[config.mk]
export PLATFORM = sky130hd
export DESIGN_NAME = seq_datapath_flat
export DESIGN_NICKNAME = d
export VERILOG_FILES = /design/src/rtl/dp_pkg.sv /design/src/rtl/dp_if.sv /design/src/rtl/dp_alu.sv /design/src/rtl/seq_datapath.sv /design/src/flat_wrapper.sv
export SDC_FILE = /design/constraint.sdc
export NUM_CORES = 2
export LEC_CHECK = 0
export ABC_CLOCK_PERIOD_IN_PS = 11340
export CAP_MARGIN = 40
export CORE_UTILIZATION = 25
export DETAILED_ROUTE_END_ITERATION = 10
export PLACE_DENSITY = 0.43
export SYNTH_ARGS = -nofsm -noshare
export SYNTH_HDL_FRONTEND = slang
export SYNTH_HIERARCHICAL = 1
export SYNTH_SLANG_ARGS = --single-unit
[constraint.sdc]
create_clock -name clk -period 11.34 [get_ports clk]
set_input_delay 3.402 -clock clk [delete_from_list [all_inputs] [get_ports clk]]
set_output_delay 3.402 -clock clk [all_outputs]
set_load 0.01 [all_outputs]
[src/rtl/dp_pkg.sv]
// Shared opcode and sequencer-state definitions for the sequenced single-bus datapath.
// Includes opcode classification helpers used by the FSM.
package dp_pkg;

    localparam int OP_W = 5;

    localparam logic [OP_W-1:0] OP_ADD = 5'd0;
    localparam logic [OP_W-1:0] OP_SUB = 5'd1;
    localparam logic [OP_W-1:0] OP_AND = 5'd2;
    localparam logic [OP_W-1:0] OP_OR  = 5'd3;
    localparam logic [OP_W-1:0] OP_SHL = 5'd4;
    localparam logic [OP_W-1:0] OP_SHR = 5'd5;
    localparam logic [OP_W-1:0] OP_ROL = 5'd6;
    localparam logic [OP_W-1:0] OP_MUL = 5'd7;
    localparam logic [OP_W-1:0] OP_NEG = 5'd8;
    localparam logic [OP_W-1:0] OP_NOT = 5'd9;

    localparam logic [2:0] S_IDLE = 3'd0;
    localparam logic [2:0] S_TY   = 3'd1;
    localparam logic [2:0] S_TZ   = 3'd2;
    localparam logic [2:0] S_TWB  = 3'd3;
    localparam logic [2:0] S_TWB2 = 3'd4;
    localparam logic [2:0] S_TERR = 3'd5;

    function automatic logic is_unary(input logic [OP_W-1:0] op);
        return (op == OP_NEG) || (op == OP_NOT);
    endfunction

    function automatic logic is_legal(input logic [OP_W-1:0] op);
        return op <= OP_NOT;
    endfunction

endpackage

[src/rtl/dp_if.sv]
// Control-unit to datapath interface: op issue, external load, debug read and status.
// The control unit uses the master modport; seq_datapath uses the slave modport.
interface dp_if
    import dp_pkg::*;
#(
    parameter int WIDTH = 32,
    parameter int NREGS = 16
);
    localparam int IW = $clog2(NREGS);

    logic             start;
    logic [OP_W-1:0]  op;
    logic [IW-1:0]    ra;
    logic [IW-1:0]    rb;
    logic [IW-1:0]    rc;
    logic             ld_en;
    logic [IW-1:0]    ld_idx;
    logic [WIDTH-1:0] ld_data;
    logic [IW-1:0]    rd_idx;
    logic [WIDTH-1:0] rd_data;
    logic [WIDTH-1:0] bus_out;
    logic [WIDTH-1:0] hi;
    logic [WIDTH-1:0] lo;
    logic             busy;
    logic             done;
    logic             err;
    logic             ld_drop;

    modport master (
        output start, op, ra, rb, rc, ld_en, ld_idx, ld_data, rd_idx,
        input  rd_data, bus_out, hi, lo, busy, done, err, ld_drop
    );

    modport slave (
        input  start, op, ra, rb, rc, ld_en, ld_idx, ld_data, rd_idx,
        output rd_data, bus_out, hi, lo, busy, done, err, ld_drop
    );

endinterface

[src/rtl/dp_alu.sv]
// Combinational ALU: a is the Y operand, b is the bus operand (sole operand for unary ops).
// Returns a double-width result; only MUL produces a non-zero upper half.
module dp_alu
    import dp_pkg::*;
#(
    parameter int WIDTH = 32
) (
    input  logic [OP_W-1:0]          op,
    input  logic signed [WIDTH-1:0]  a,
    input  logic signed [WIDTH-1:0]  b,
    output logic [2*WIDTH-1:0]       res
);
    localparam int SHW = $clog2(WIDTH);

    logic [SHW-1:0]            sh;
    logic signed [2*WIDTH-1:0] a_ext;
    logic signed [2*WIDTH-1:0] b_ext;
    logic signed [2*WIDTH-1:0] prod;
    logic [WIDTH-1:0]          rol_v;
    logic [WIDTH-1:0]          hi_d;
    logic [WIDTH-1:0]          lo_d;

    assign sh    = b[SHW-1:0];
    assign a_ext = {{WIDTH{a[WIDTH-1]}}, a};
    assign b_ext = {{WIDTH{b[WIDTH-1]}}, b};
    // Low 2*WIDTH bits of the extended product equal the exact signed product.
    assign prod  = a_ext * b_ext;
    assign rol_v = WIDTH'(({a, a} << sh) >> WIDTH);

    always_comb begin
        hi_d = '0;
        lo_d = '0;
        case (op)
            OP_ADD:  lo_d = a + b;
            OP_SUB:  lo_d = a - b;
            OP_AND:  lo_d = a & b;
            OP_OR:   lo_d = a | b;
            OP_SHL:  lo_d = a << sh;
            OP_SHR:  lo_d = a >> sh;
            OP_ROL:  lo_d = rol_v;
            OP_MUL:  {hi_d, lo_d} = prod;
            OP_NEG:  lo_d = -b;
            OP_NOT:  lo_d = ~b;
            default: lo_d = '0;
        endcase
    end

    assign res = {hi_d, lo_d};

endmodule

[src/rtl/seq_datapath.sv]
// Single-bus datapath with register file, Y, Z, HI/LO and a T-state sequencer that runs
// one register-to-register ALU op per start and signals completion with a done pulse.
module seq_datapath
    import dp_pkg::*;
#(
    parameter int WIDTH   = 32,
    parameter int NREGS   = 16,
    parameter bit R0_ZERO = 1'b0
) (
    input  logic clk,
    input  logic clr,
    dp_if.slave  dp
);
    localparam int IW = $clog2(NREGS);

    logic [WIDTH-1:0]   regs_q [NREGS];
    logic [WIDTH-1:0]   y_q;
    logic [WIDTH-1:0]   zhi_q;
    logic [WIDTH-1:0]   zlo_q;
    logic [WIDTH-1:0]   hi_q;
    logic [WIDTH-1:0]   lo_q;
    logic [2:0]         state_q;
    logic [2:0]         state_d;
    logic [OP_W-1:0]    op_q;
    logic [IW-1:0]      ra_q;
    logic [IW-1:0]      rb_q;
    logic [IW-1:0]      rc_q;
    logic               done_q;
    logic               err_q;
    logic               ld_drop_q;
    logic               done_d;
    logic               accept;
    logic               ld_ok;
    logic [WIDTH-1:0]   bus;
    logic [2*WIDTH-1:0] alu_res;

    function automatic logic [WIDTH-1:0] rf_read(input logic [IW-1:0] idx);
        if (R0_ZERO && (idx == '0)) return '0;
        return regs_q[idx];
    endfunction

    assign accept = (state_q == S_IDLE) && dp.start;
    assign ld_ok  = (state_q == S_IDLE) && dp.ld_en && !(R0_ZERO && (dp.ld_idx == '0));

    // One bus source per state; no source drives it in IDLE or T_ERR.
    always_comb begin
        bus = '0;
        case (state_q)
            S_TY:    bus = rf_read(rb_q);
            S_TZ:    bus = is_unary(op_q) ? rf_read(rb_q) : rf_read(rc_q);
            S_TWB:   bus = zlo_q;
            S_TWB2:  bus = zhi_q;
            default: bus = '0;
        endcase
    end

    always_comb begin
        state_d = state_q;
        case (state_q)
            S_IDLE: begin
                if (dp.start) begin
                    if (!is_legal(dp.op))     state_d = S_TERR;
                    else if (is_unary(dp.op)) state_d = S_TZ;
                    else                      state_d = S_TY;
                end
            end
            S_TY:    state_d = S_TZ;
            S_TZ:    state_d = S_TWB;
            S_TWB:   state_d = (op_q == OP_MUL) ? S_TWB2 : S_IDLE;
            S_TWB2:  state_d = S_IDLE;
            S_TERR:  state_d = S_IDLE;
            default: state_d = S_IDLE;
        endcase
    end

    assign done_d = (state_q != S_IDLE) && (state_d == S_IDLE);

    dp_alu #(.WIDTH(WIDTH)) u_alu (
        .op  (op_q),
        .a   (y_q),
        .b   (bus),
        .res (alu_res)
    );

    always_ff @(posedge clk) begin
        if (clr) begin
            for (int i = 0; i < NREGS; i++) regs_q[i] <= '0;
            y_q       <= '0;
            zhi_q     <= '0;
            zlo_q     <= '0;
            hi_q      <= '0;
            lo_q      <= '0;
            state_q   <= S_IDLE;
            op_q      <= '0;
            ra_q      <= '0;
            rb_q      <= '0;
            rc_q      <= '0;
            done_q    <= 1'b0;
            err_q     <= 1'b0;
            ld_drop_q <= 1'b0;
        end else begin
            state_q   <= state_d;
            done_q    <= done_d;
            err_q     <= (state_q == S_TERR);
            ld_drop_q <= dp.ld_en && (state_q != S_IDLE);
            if (accept) begin
                op_q <= dp.op;
                ra_q <= dp.ra;
                rb_q <= dp.rb;
                rc_q <= dp.rc;
            end
            // A same-edge load lands before T_Y reads the file, so the op sees it.
            if (ld_ok) regs_q[dp.ld_idx] <= dp.ld_data;
            if (state_q == S_TY) y_q <= bus;
            if (state_q == S_TZ) {zhi_q, zlo_q} <= alu_res;
            if (state_q == S_TWB) begin
                if (op_q == OP_MUL)                 lo_q <= bus;
                else if (!(R0_ZERO && ra_q == '0))  regs_q[ra_q] <= bus;
            end
            if (state_q == S_TWB2) hi_q <= bus;
        end
    end

    assign dp.rd_data = rf_read(dp.rd_idx);
    assign dp.bus_out = bus;
    assign dp.hi      = hi_q;
    assign dp.lo      = lo_q;
    assign dp.busy    = (state_q != S_IDLE);
    assign dp.done    = done_q;
    assign dp.err     = err_q;
    assign dp.ld_drop = ld_drop_q;

endmodule

[src/flat_wrapper.sv]
// flat-port wrapper written by rule: the top's interface ports become plain ports
module seq_datapath_flat import dp_pkg::*;
#(
    parameter int WIDTH   = 32,
    parameter int NREGS   = 16,
    parameter bit R0_ZERO = 1'b0
)
  (clk, clr, dp_start, dp_op, dp_ra, dp_rb, dp_rc, dp_ld_en, dp_ld_idx, dp_ld_data, dp_rd_idx, dp_rd_data, dp_bus_out, dp_hi, dp_lo, dp_busy, dp_done, dp_err, dp_ld_drop);
  dp_if #(.WIDTH(WIDTH), .NREGS(NREGS)) dp_i ();
  input  logic clk;
  input  logic clr;
  input wire logic [$bits(dp_i.start)-1:0] dp_start;
  input wire logic [$bits(dp_i.op)-1:0] dp_op;
  input wire logic [$bits(dp_i.ra)-1:0] dp_ra;
  input wire logic [$bits(dp_i.rb)-1:0] dp_rb;
  input wire logic [$bits(dp_i.rc)-1:0] dp_rc;
  input wire logic [$bits(dp_i.ld_en)-1:0] dp_ld_en;
  input wire logic [$bits(dp_i.ld_idx)-1:0] dp_ld_idx;
  input wire logic [$bits(dp_i.ld_data)-1:0] dp_ld_data;
  input wire logic [$bits(dp_i.rd_idx)-1:0] dp_rd_idx;
  output wire logic [$bits(dp_i.rd_data)-1:0] dp_rd_data;
  output wire logic [$bits(dp_i.bus_out)-1:0] dp_bus_out;
  output wire logic [$bits(dp_i.hi)-1:0] dp_hi;
  output wire logic [$bits(dp_i.lo)-1:0] dp_lo;
  output wire logic [$bits(dp_i.busy)-1:0] dp_busy;
  output wire logic [$bits(dp_i.done)-1:0] dp_done;
  output wire logic [$bits(dp_i.err)-1:0] dp_err;
  output wire logic [$bits(dp_i.ld_drop)-1:0] dp_ld_drop;
  assign dp_i.start = dp_start;
  assign dp_i.op = dp_op;
  assign dp_i.ra = dp_ra;
  assign dp_i.rb = dp_rb;
  assign dp_i.rc = dp_rc;
  assign dp_i.ld_en = dp_ld_en;
  assign dp_i.ld_idx = dp_ld_idx;
  assign dp_i.ld_data = dp_ld_data;
  assign dp_i.rd_idx = dp_rd_idx;
  assign dp_rd_data = dp_i.rd_data;
  assign dp_bus_out = dp_i.bus_out;
  assign dp_hi = dp_i.hi;
  assign dp_lo = dp_i.lo;
  assign dp_busy = dp_i.busy;
  assign dp_done = dp_i.done;
  assign dp_err = dp_i.err;
  assign dp_ld_drop = dp_i.ld_drop;
  seq_datapath #(.WIDTH(WIDTH), .NREGS(NREGS), .R0_ZERO(R0_ZERO)) u_core (.clk(clk), .clr(clr), .dp(dp_i));
endmodule
# Word level (Yosys, flattened, before mapping)
# Memory sizes are Yosys's and may differ from the RTL's. A register that Yosys moved wholly into a read port is not among the register bits.
# Index checks and enable logic that the tools add are counted.
dict set report op_classes {
  addsub 3
  n_mul 1
  n_div 0
  magnitude_cmp 1
  eq_ne 16
  shift 3
  n_mux 28
  bitwise 3
  reduce_logical 13
}
# cell n
set ops {}
lappend ops {{one-hot mux 32 bit (10 select lines)} 1}
lappend ops {{two-way mux 32 bit} 4}
lappend ops {{one-hot mux 32 bit (4 select lines)} 1}
lappend ops {{multiplier 32 x 32 -> 64 bit} 1}
lappend ops {{OR reduction 32 bit} 2}
lappend ops {{left shift 64 x 5 -> 64 bit} 1}
lappend ops {{adder 32 bit} 1}
lappend ops {{bitwise AND 32 bit} 1}
lappend ops {{negation 32 bit} 1}
lappend ops {{inverter 32 bit} 1}
lappend ops {{bitwise OR 32 bit} 1}
lappend ops {{left shift 32 x 5 -> 32 bit} 1}
lappend ops {{>> shifter 32 x 5 -> 32 bit} 1}
lappend ops {{subtractor 32 bit} 1}
lappend ops {{two-way mux 4 bit} 6}
lappend ops {{== test 5 x 3 -> 1 bit (second input constant)} 4}
lappend ops {{== test 5 x 4 -> 1 bit (second input constant)} 4}
lappend ops {{one-hot mux 3 bit (4 select lines)} 1}
lappend ops {{two-way mux 1 bit} 11}
lappend ops {{== test 5 x 2 -> 1 bit (second input constant)} 2}
lappend ops {{two-way mux 3 bit} 3}
lappend ops {{== test 3 x 2 -> 1 bit (second input constant)} 2}
lappend ops {{== test 3 bit (second input constant)} 2}
lappend ops {{zero test 3 bit} 2}
lappend ops {{9 further kinds} 13}
dict set report totals {
  regBits 183
  latch_bits 0
  mem_bits_rw 512
  rom_bits 0
  in_bits 61
  out_inout_bits 132
  wordCells 82
  memories 1
}
# memory words word_bits rd rd_clocked_by_memory_dff wr line_no
set mem_list {}
lappend mem_list {u_core.regs_q 16 32 3 2 16 seq_datapath.sv:16} ;# logic [WIDTH-1:0] regs_q [NREGS];

# Logic depth before layout (Yosys ltp)
dict set report depth {
  ltp_word 8
  depth_mapped 45
  depth_no_buf 34
}

# Modules after synthesis
# Netlist, hierarchy kept.
# module instances cells_per_inst area_each_um2 seq_area_each_um2
set modules_own_cells {}
lappend modules_own_cells {dp_alu 1 5076 44714.1 0.0}
lappend modules_own_cells {seq_datapath 1 2930 38114.1 19198.4}

# Least setup slack after synthesis
# No wires, ideal clock.
dict set report synth_timing {
  path_kind {flip-flop to flip-flop}
  from {register u_core.op_q[4]}
  to {register u_core.zhi_q[29]}
  setup_time_ns 0.070
  arrival_time_ns 10.157
  required_time_ns 11.270
  slack_ns 1.113
  path_stages_with_launch 40
  n_path_buf 9
  period_less_slack_ns 10.227
  path_cell_list {dfxtp_1 > nor4b_2 > a21oi_2 > buf_4 > buf_4 > nor2_1 > a21oi_1 > o21ai_0 > buf_2 > buf_2 > buf_1 > buf_2 > clkbuf_1 > clkbuf_1 > nand2_1 > fa_1 > inv_1 > fa_1 > [4 not listed] > fa_1 > fa_1 > inv_1 > fa_1 > fa_1 > inv_1 > ha_1 > clkbuf_1 > nand2_1 > or4_1 > a31oi_1 > o31ai_2 > o311ai_4 > nand4_1 > a311o_1 > nand2_1 > nand2_1 > a21oi_1}
}
dict set report synth_between {
  elab_chain_cells 6
  elab_cells_between_ends 8
  classes_between {1 x mul; 3 x eq/ne; 3 x mux; 1 x reduce/logical}
}
# element line_no
set synth_lines {}
lappend synth_lines {{start: declaration} seq_datapath.sv:24} ;# logic [OP_W-1:0] op_q;
lappend synth_lines {{start signal: assignment} seq_datapath.sv:107} ;# op_q <= dp.op;
lappend synth_lines {{== test 5 x 4 -> 1 bit} dp_pkg.sv:26} ;# return (op == OP_NEG) || (op == OP_NOT);
lappend synth_lines {{logical OR 1 bit (*)} dp_pkg.sv:26}
lappend synth_lines {{two-way mux 32 bit (*)} seq_datapath.sv:50} ;# S_TZ: bus = is_unary(op_q) ? rf_read(rb_q) : rf_read(rc_q);
lappend synth_lines {{one-hot mux 32 bit (4 select lines) (*)} seq_datapath.sv:48} ;# case (state_q)
lappend synth_lines {{named net dp_bus_out[2]} flat_wrapper.sv:22} ;# output wire logic [$bits(dp_i.bus_out)-1:0] dp_bus_out;
lappend synth_lines {{multiplier 32 x 32 -> 64 bit (*)} dp_alu.sv:27} ;# assign prod = a_ext * b_ext;
lappend synth_lines {{two-way mux 32 bit (*)} dp_alu.sv:33} ;# case (op)
lappend synth_lines {{named net u_core.alu_res[61]} seq_datapath.sv:35} ;# logic [2*WIDTH-1:0] alu_res;
lappend synth_lines {{end signal: assignment} seq_datapath.sv:115} ;# if (state_q == S_TZ) {zhi_q, zlo_q} <= alu_res;
lappend synth_lines {{end: declaration} seq_datapath.sv:18} ;# logic [WIDTH-1:0] zhi_q;
# Mark *: on every way through the listed nets, which the timed path passes. The rest lies on a longest branch.
# A chain may end at the register's enable or synchronous reset.

==> results.py <==
metrics = {
    "run_status": {
        "outcome": "completed",
    },
    "synthesis": {
        "synth.avg_cell_area_um2": 10.3,
        "yosys.area.top_type": "fa_1",
        "synth_edf_count": 512,
        "synth.most_common_cell": "fa_1",
        "synth_common_cells": "fa_1 (1083), inv_1 (977), nand2_1 (868), nor2_1 (828), and2_1 (585)",
        "synth_area_leaders": "fa_1 (26%), edfxtp_1 (19%), mux4_2 (11%)",
        "ys_seq_elements": 703,
        "syn_nets": 9369,
        "synthCells": 8006,
        "synth.top_cell.area_share_pct": 26.2,
        "ys_types": 101,
        "synth-warning-count": 6,
        "synth_ff_type": "edfxtp_1",
        "syn_area_um2": 82800,
        "async_reset_ff_share_pct": 0,
        "seq_area_frac_synth_pct": 23.2,
    },
    "worst_setup_path": {
        "reg2reg_slack_ps": 330,
        "cp_data_required_time_ps": 11970,
        "worstPathArrival_ps": 11640,
        "cp_max_fo": 16,
        "cp_slowest_stage_delay_ps": 610,
        "critPathCaptureType": "register",
        "cpLargestDelayFamily": "adder cells",
        "path_common_cell": "fa_1",
        "crit_type": "reg2reg",
        "crit_buf_inv": 4,
        "slowest_stage": "or4_1",
        "start_kind": "register",
    },
    "sta": {
        "worst_slew_pin_slew_ps": 938,
        "setup_viol": 0,
        "hold_violations": 0,
        "skew_ps": 32.8,
        "min_period_ps": 11010,
        "fmax_mhz": 90.8,
        "drv_slew": 0,
        "relSlewSlack_pct": 36.7,
        "finalCritPeriodShare_pct": 97.1,
        "fin_tns_setup_ps": 0,
    },
    "route": {
        "drt_iter0_drc": 6366,
        "via_count": 64100,
        "wl_mm": 359,
        "drc": 0,
        "vias_per_cell": 5.17,
        "drt_pass1_iterations": 7,
        "ant_nets": 0,
        "detail_route.wl_per_cell_um": 28.9,
    },
    "pwr": {
        "power.switching_uw": 4980,
        "pwr-share-seq_pct": 26.3,
        "power_frac_comb_pct": 48.5,
        "netSwitchingFraction_pct": 43.0,
        "clockPowerShare_pct": 25.3,
        "p_int_uw": 6620,
        "power_density_nw_per_um2": 123,
        "ir_drop_uv": 107,
        "p_leak_uw": 0.0381,
    },
    "floorplanning": {
        "die_area_um2": 334000,
        "io_pins": 193,
        "die_w_um": 578,
        "coreArea_um2": 328000,
        "die_h_um": 578,
        "initial_core_util_pct": 25.2,
        "placementRows": 210,
    },
    "clocking": {
        "cts_root_buffer": "clkbuf_16",
        "clock_latency_ps": 720,
        "cts_buffer_depth": 3,
        "cts_tree": "done",
        "path_clk_slew_ps": 60,
        "cts_hold_buf": 0,
        "ctsHtreeMaxLevel": 3,
        "clock-sinks": 703,
        "cts-buffers-inserted": 86,
    },
    "cells_and_area": {
        "fin_util_pct": 28.6,
        "fillCellCount": 34300,
        "syn_to_final_growth_pct": 13.5,
        "multiInputGateArea_um2": 57400,
        "drive_gt1_share_pct": 14.7,
        "seq_area_um2": 19300,
        "finalNetCount": 9332,
    },
    "global_route": {
        "grt_usage_pct": 21.4,
        "grt_max_degree": 90,
        "grt_pass1_vias": 67800,
        "antenna_found_initial": 28,
        "grt_first_pass_wirelength_mm": 512,
        "grt_overflow_total": 0,
    },
    "hold_path": {
        "hp-class": "reg2reg",
    },
    "placed_design": {
        "portBuffers": 192,
        "hpwl_mm": 261,
        "gp_congestion": 0.937,
    },
    "run": {
        "drv_cap": 0,
    },
}
-- repair_timing --
action,in CTS,in global routing
resized for setup,0,5
hold endpoints to repair,0,0
setup endpoints to repair,0,8
setup buffers,0,1
-- metal layers --
metal  up-vias  global-route usage (%)  wire (um)
li1      26700                       -          -
met1     33900                    26.4     140000
met2      2908                    36.7     175000
met3       619                    2.82      23700
met4         6                    10.2      19800
met5         -                       0         37
-- stage by stage --
stage	hold WS, ps	std cells	instance area (um^2)	setup WS, ps	power, uW
finish	452	12400	94000	331	11600
detailed placement	446	12200	91000	344	8650
CTS	454	12400	93900	317	11600
floorplan	436	8006	82800	1110	6470
global route	471	12400	94000	-0.664	12200
global placement	436	12200	90300	334	8620
-- worst reg2reg max path, delay by kind of cell (launching register included) --
kind,cells,cell delay (ps)
compound gates,7,1970
flops,1,450
simple gates,8,2080
fa+ha+maj,9,4460
mux,1,590
buf+inv,4,1400
-- power groups by stage --
| stage | logic (uW) | clock network, uW | registers, uW |
|---|---|---|---|
| 6_report | 5620 | 2930 | 3050 |
| 3_3_place_gp | 5480 | 0 | 3140 |
| 4_1_cts | 5600 | 2970 | 3040 |
| 5_1_grt | 6050 | 3050 | 3060 |
| 2_1_floorplan | 3490 | 0 | 2980 |
| 3_5_place_dp | 5550 | 0 | 3100 |
-- area by class of cell --
| type | instances | area share (%) |
|---|---|---|
| flip-flops and latches | 703 | 20.5 |
| clock buffers | 106 | 2.47 |
| well taps | 4346 | 5.79 |
| diodes | 10 | 0.0266 |
| multi-input cells | 5679 | 61.1 |
| inverters | 980 | 3.91 |
| repair buffers | 519 | 5.58 |
| clock inverters | 53 | 0.652 |
-- worst paths after layout --
check | startpoint | to | depth (start not counted)
max | register | u_core/zhi_q[29]$_SDFFE_PP0N_ | 29
min | u_core/rc_q[1]$_SDFFE_PP0P_ | register | 2
max reg2reg | register | u_core/zhi_q[29]$_SDFFE_PP0N_ | 29
min reg2reg | u_core/rc_q[1]$_SDFFE_PP0P_ | register | 2
-- layout by cell type, fill, tap and decap left out, drive strengths merged, types with 108 or more instances in the layout --
cell and n:
fa 1083, nor2 850, buf 331, mux4 440
o21ai 108, nand2 868, ha 219, and2 586
dfxtp 191, mux2i 184, edfxtp 512, inv 986
a21oi 335, clkdlybuf4s50 187
-- logic make-up (layout without fill, tap and decap cells) --
kind of cell | count (synthesis) | after routing | share of synthesized area (%)
DFF | 703 | 703 | 23.2
other | 0 | 10 | 0
and+or+nand+nor | 2620 | 2620 | 14.6
xor gates and xnor gates | 131 | 131 | 1.39
muxes | 687 | 687 | 15.3
buffers and inverters | 1624 | 1658 | 8.10
adders and majority gates | 1302 | 1302 | 29.5
AOI/OAI and AO/OA | 939 | 939 | 7.94
-- flip-flops by register name, summed over array words and instances (netlist names), named ones only --
register           count
u_core/regs_q        512
u_core/dp.hi          32
u_core/dp.lo          32
u_core/y_q            32
u_core/zhi_q          32
u_core/zlo_q          32
u_core/op_q            5
u_core/ra_q            4
u_core/rb_q            4
u_core/rc_q            4
u_core/state_q         3
u_core/dp.done         1
u_core/dp.err          1
u_core/dp.ld_drop      1
(Power assumes the default switching activity.)
